===== src/rtl/ghostbus_arb.sv =====
// Two-requester arbiter driving a single ghostbus master port (write or read with fixed read latency).
// Latency: write ack 2 cycles after req is sampled; read ack 2+RD_LAT cycles after req is sampled.
// Backpressure: requesters hold req level until ack; the loser waits with req held, no queueing.
module ghostbus_arb #(
    parameter int AW     = 24,
    parameter int DW     = 32,
    parameter int RD_LAT = 2
) (
    input  logic          clk,
    input  logic          rst_n,
    input  logic          req0,
    input  logic          req1,
    input  logic          we0,
    input  logic          we1,
    input  logic [AW-1:0] addr0,
    input  logic [AW-1:0] addr1,
    input  logic [DW-1:0] wdata0,
    input  logic [DW-1:0] wdata1,
    output logic          ack0,
    output logic          ack1,
    output logic [DW-1:0] rdata0,
    output logic [DW-1:0] rdata1,
    output logic [1:0]    grant,
    output logic          busy,
    output logic          gb_clk,
    output logic [AW-1:0] gb_addr,
    output logic [DW-1:0] gb_dout,
    input  logic [DW-1:0] gb_din,
    output logic          gb_we,
    output logic          gb_wstb,
    output logic          gb_rstb
);

    // Counter compare value; RD_LAT is limited to 1..15 so it fits the 4-bit counter.
    localparam logic [3:0] RD_LAT_C = 4'(RD_LAT);

    typedef enum logic [1:0] {
        IDLE  = 2'd0,
        ISSUE = 2'd1,
        RWAIT = 2'd2,
        ACK   = 2'd3
    } state_t;

    state_t        state_q, state_d;
    logic [1:0]    grant_q, grant_d;
    logic          last_q, last_d;      // 1 = requester 1 was granted last
    logic          we_q, we_d;
    logic [AW-1:0] addr_q, addr_d;
    logic [DW-1:0] dout_q, dout_d;
    logic [3:0]    cnt_q, cnt_d;
    logic [DW-1:0] rdata0_q, rdata0_d;
    logic [DW-1:0] rdata1_q, rdata1_d;
    logic          win1;

    // State and datapath registers; reset aborts any transaction in flight.
    always_ff @(posedge clk or negedge rst_n) begin
        if (!rst_n) begin
            state_q  <= IDLE;
            grant_q  <= 2'b00;
            last_q   <= 1'b1;
            we_q     <= 1'b0;
            addr_q   <= '0;
            dout_q   <= '0;
            cnt_q    <= 4'd0;
            rdata0_q <= '0;
            rdata1_q <= '0;
        end else begin
            state_q  <= state_d;
            grant_q  <= grant_d;
            last_q   <= last_d;
            we_q     <= we_d;
            addr_q   <= addr_d;
            dout_q   <= dout_d;
            cnt_q    <= cnt_d;
            rdata0_q <= rdata0_d;
            rdata1_q <= rdata1_d;
        end
    end

    // Next-state, arbitration and ghostbus strobe decode.
    always_comb begin
        state_d  = state_q;
        grant_d  = grant_q;
        last_d   = last_q;
        we_d     = we_q;
        addr_d   = addr_q;
        dout_d   = dout_q;
        cnt_d    = cnt_q;
        rdata0_d = rdata0_q;
        rdata1_d = rdata1_q;
        win1     = 1'b0;
        gb_we    = 1'b0;
        gb_wstb  = 1'b0;
        gb_rstb  = 1'b0;
        ack0     = 1'b0;
        ack1     = 1'b0;

        case (state_q)
            IDLE: begin
                // Requester 1 wins when alone, or on a tie when requester 0 was granted last.
                win1 = req1 & (~req0 | ~last_q);
                if (req0 | req1) begin
                    grant_d = win1 ? 2'b10 : 2'b01;
                    last_d  = win1;
                    we_d    = win1 ? we1 : we0;
                    addr_d  = win1 ? addr1 : addr0;
                    dout_d  = win1 ? wdata1 : wdata0;
                    state_d = ISSUE;
                end
            end
            ISSUE: begin
                gb_we   = we_q;
                gb_wstb = we_q;
                gb_rstb = ~we_q;
                if (we_q) begin
                    state_d = ACK;
                end else begin
                    // First cycle after the read strobe is count 1.
                    cnt_d   = 4'd1;
                    state_d = RWAIT;
                end
            end
            RWAIT: begin
                if (cnt_q == RD_LAT_C) begin
                    if (grant_q[1]) begin
                        rdata1_d = gb_din;
                    end else begin
                        rdata0_d = gb_din;
                    end
                    cnt_d   = 4'd0;
                    state_d = ACK;
                end else begin
                    cnt_d = cnt_q + 4'd1;
                end
            end
            ACK: begin
                ack0    = grant_q[0];
                ack1    = grant_q[1];
                grant_d = 2'b00;
                state_d = IDLE;
            end
            default: begin
                state_d = IDLE;
            end
        endcase
    end

    assign grant   = grant_q;
    assign busy    = (state_q != IDLE);
    assign gb_clk  = clk;
    assign gb_addr = addr_q;
    assign gb_dout = dout_q;
    assign rdata0  = rdata0_q;
    assign rdata1  = rdata1_q;

endmodule


===== config.mk =====
export PLATFORM = sky130hd
export DESIGN_NAME = ghostbus_arb
export DESIGN_NICKNAME = d
export VERILOG_FILES = /design/src/rtl/ghostbus_arb.sv
export SDC_FILE = /design/constraint.sdc
export NUM_CORES = 1
export LEC_CHECK = 0
export BUFFER_PORTS_ARGS = -buffer_cell sky130_fd_sc_hd__buf_4
export CAP_MARGIN = 20
export CELL_PAD_IN_SITES_DETAIL_PLACEMENT = 0
export CELL_PAD_IN_SITES_GLOBAL_PLACEMENT = 2
export CORE_UTILIZATION = 30
export DETAILED_ROUTE_END_ITERATION = 10
export PLACE_DENSITY_LB_ADDON = 0.1
export SETUP_SLACK_MARGIN = 0.5
export SLEW_MARGIN = 25
export SYNTH_ARGS = -nofsm -noshare
export SYNTH_HDL_FRONTEND = slang
export SYNTH_SLANG_ARGS = --single-unit

===== constraint.sdc =====
create_clock -name clk -period 6.4 [get_ports clk]
set_clock_uncertainty 0.1 [all_clocks]
set_input_delay 0.32 -clock clk [delete_from_list [all_inputs] [get_ports clk]]
set_output_delay 0.32 -clock clk [all_outputs]
set_load 0.005 [all_outputs]

## Word level (Yosys, flattened, before mapping)

Index checks and enable logic that the tools add are counted.

| storage, ports and cells | value |
|---|---|
| register bits | 130 |
| latch bits | 0 |
| bits in writable memories | 0 |
| bits in read-only memories | 0 |
| input bits | 150 |
| output and inout port bits | 129 |
| memories | 0 |

| operators by class | value |
|---|---|
| add/subtract/negate cells | 1 |
| multiply operators | 0 |
| divide/modulo/power cells | 0 |
| $lt $le $gt $ge | 0 |
| equal/unequal tests | 7 |
| shift operators | 0 |
| muxes and demuxes | 17 |
| bitwise operators | 7 |
| reduce and logical (&&, ||, !) cells | 10 |

Operator list:

| cell | count |
|---|---|
| 32-bit 2-to-1 mux | 1 |
| 24-bit 2-to-1 mux | 1 |
| 2-bit 2-to-1 mux | 4 |
| 4-bit 2-to-1 mux | 2 |
| 2-bit case mux with 4 select lines | 1 |
| 4-bit case mux with 2 select lines | 1 |
| 2-bit AND reduction | 4 |
| 1-bit 2-to-1 mux | 6 |
| 2-bit != test (second input constant) | 3 |
| 3-bit AND reduction | 2 |
| 2-bit nonzero test | 3 |
| 4-bit by 1-bit adder with 4-bit output (second input constant) | 1 |
| 2-bit == test (second input constant) | 2 |
| 4-bit by 2-bit == test with 1-bit output (second input constant) | 1 |
| 1-bit NOT | 4 |
| 2-bit case mux with 2 select lines | 1 |
| 2-bit by 1-bit == test with 1-bit output (second input constant) | 1 |
| 2-bit logical NOT | 1 |
| 1-bit bitwise OR | 2 |
| 1-bit AND | 1 |

## Logic depth before layout (Yosys ltp)

| depth | value |
|---|---|
| depth in word-level cells | 6 |
| mapped depth | 7 |

==> metrics.md <==
| Metric | Value |
|---|---|
| Worst setup path category | `clock port to output port` |
| Comb power frac | `0.383` |
| CP Data Arrival Time | `3.57 ns` |
| First-pass GRT wire length | `27.5 mm` |
| Tot Pwr | `0.00414 W` |
| DIE AREA | `0.0191 sq mm` |
| Final WL | `16.9 mm` |
| Pint | `0.00286 W` |
| Flops & latches, synth | `130` |
| Most frequent cells in the layout | `buf_4, dfrtp_1, dlygate4sd3_1` |
| Crit-path max FO | `2` |
| Core ar. | `0.0181 sq mm` |
| Synth Instances | `435` |
| Switching pwr | `0.00128 W` |
| Port bufs | `278` |
| Final ANT Viol Nets | `0` |
| Total grt overflow | `0` |
| Num rows | `49` |
| Antenna violations before repair | `0` |
| Ant diodes | `0` |
| Max-cap violations | `0` |
| Power per Cell Area | `426 mW/mm^2` |
| Dpl hpwl | `11.5 mm` |
| Core Util, Final | `0.537` |
| DR pass1 iterations | `7` |
| Critical Path End Type | `output port` |
| Crit path launch type | `clock port` |
| P&R area growth vs syn | `74.6%` |
| Largest net degree at the start of global routing | `99` |
| CP Data Required Time | `5.98 ns` |
| Setup TNS Final | `0 ns` |
| Worst-margin pin slew | `0.918 ns` |
| Endpoints failing setup | `0` |
| Leakage power | `4.75 nW` |
| Slew Limit Fails | `0` |
| Fraction of layout instances using a drive strength above 1 | `0.461` |
| Commonest non-fill, non-tap cell in the layout | `buf_4` |
| Final hold vios | `0` |
| Mapped cell area | `0.00556 sq mm` |
| Violated checks | `DRC` |
| Slew headroom | `0.386` |
| Die width | `138 microns` |
| Drc violations | `28` |
| I/O pins | `279` |
| Post_cts resized | `0` |
| WL per Instance | `15.7 microns` |
| CTS tree | `yes` |
| Flop pwr share | `0.352` |
| HP Class | `input pin to flop` |
| Post-synthesis sequential area ratio | `0.585` |
| YS warnings | `0` |
| Gr usage total | `0.186` |
| Via count | `4855` |
| Initial Util | `0.308` |
| Switch share | `0.309` |
| Netlist cell types | `40` |
| Syn nets | `591` |
| DIE HEIGHT | `138 microns` |
| Worst-path clk slew | `0.06 ns` |
| RSZ-0062 raised after global routing | `false` |
| Nets@finish | `985` |
| Status | `finished, violations left` |
| Vias in the first global route | `5225` |
| Drt via density | `4.53` |
| Clock share of power | `0.265` |
| Peak VDD IR | `0.187 mV` |
| Syn avg cell area | `12.8 sq um` |
| Clk_lat worst skew | `0.53 ns` |
| Final Wtd Congestion | `0.752` |
| Iteration-0 DRC Markers | `131` |
-- final timing paths --
path	from	end	slack (ns)	cells after the start
worst min register to register	gb_dout[1]	gb_dout[1]	0.38	2
min in group asynchronous	rst_n	rdata1[1]	0.30	2
worst max register to register	last_q	gb_dout[2]	3.48	5
max in group asynchronous	rst_n	gb_dout[19]	4.72	3
worst min-delay path	wdata0[17]	gb_dout[17]	0.005	3
worst max-delay path	clk	gb_clk	2.41	3
-- repair_timing --
item | CTS | global route
endpoints found under the hold margin | 169 | 0
buffers inserted | 0 | 0
hold buffers | 119 | 0
-- synth_stat cells, drive strengths merged --
master,number,area share
clkbuf,11,0.0074
and2,3,0.0034
mux2,65,0.13
a22o,2,0.0031
nor3b,1,0.0014
or3b,2,0.0031
nor2b,2,0.0022
mux2i,42,0.076
o31ai,1,0.0014
a21boi,1,0.0014
nand2,43,0.029
ha,6,0.013
nor3,4,0.0056
nand2b,3,0.0034
a21oi,1,0.00090
o21ai,44,0.040
o32ai,1,0.0016
dfstp,1,0.0047
nor2,4,0.0027
o2bb2ai,2,0.0031
inv,6,0.0040
a31oi,1,0.0011
a2111oi,2,0.0031
nand3,1,0.00090
a22oi,1,0.0014
dfrtp,129,0.58
buf,19,0.021
and3,17,0.019
a211oi,2,0.0027
o211ai,1,0.0014
a221o,16,0.029
o22ai,1,0.0011
-- metal layers --
metal	routed length [microns]	share of wire	GRT usage	up-vias
li1	-	-	-	2352
met1	6700	0.40	0.208	2288
met2	8480	0.50	0.323	192
met3	1350	0.080	0.0696	23
met4	337	0.020	0.0733	0
met5	0	0	0	-
-- power by group through the flow --
stage / registers, W / logic [W] / clock network [W]
after global routing: 0.00152 / 0.00174 / 0.00117
after detailed placement: 0.00147 / 0.00152 / 0.0000101
final: 0.00146 / 0.00158 / 0.00110
after CTS: 0.00146 / 0.00161 / 0.00112
after global placement: 0.00145 / 0.00150 / 0.0000101
after floorplan: 0.00147 / 0.000632 / 0.0000101
-- worst max-delay path, cell delays in order --
cell and delay, ns:
clkbuf_16 0.12, clkbuf_16 0.13, buf_4 0.12
-- stage by stage --
step           cells  setup WS, ns  hold WS (ns)  cell area [sq um]
2_1_floorplan    435          2.67       -0.0756               5560
4_1_cts         1071          2.41     0.0000103               9710
5_1_grt         1071          2.41       0.00349               9710
3_5_place_dp     917          2.67         0.301               7840
6_report        1071          2.41       0.00491               9710
3_3_place_gp     917          2.67         0.301               7840
-- flip-flops by register name (all words and copies together), names as in the netlist --
| register | cells |
|---|---|
| gb_addr | 24 |
| last_q | 1 |
| cnt_q | 4 |
| gb_dout | 32 |
| grant | 2 |
| rdata1 | 32 |
| rdata0 | 32 |
| we_q | 1 |
| state_q | 2 |
-- layout make-up --
class,count,area [sq um]
clock inverter,14,165
fill,1577,8370
inverter,6,22.5
timing repair buffer,401,3310
multi-input combinational,269,2150
sequential,130,3250
tap,229,287
clock buffer,22,522
-- cells by family (layout without fill, tap and decap cells) --
logic type | Yosys count | in the layout | synth area share
flops | 130 | 130 | 0.585
mux | 107 | 107 | 0.207
simple gates | 80 | 80 | 0.0708
compound gates | 76 | 76 | 0.0906
buf+inv | 36 | 443 | 0.0328
fa+ha+maj | 6 | 6 | 0.0135
(Power assumes the default switching activity.)
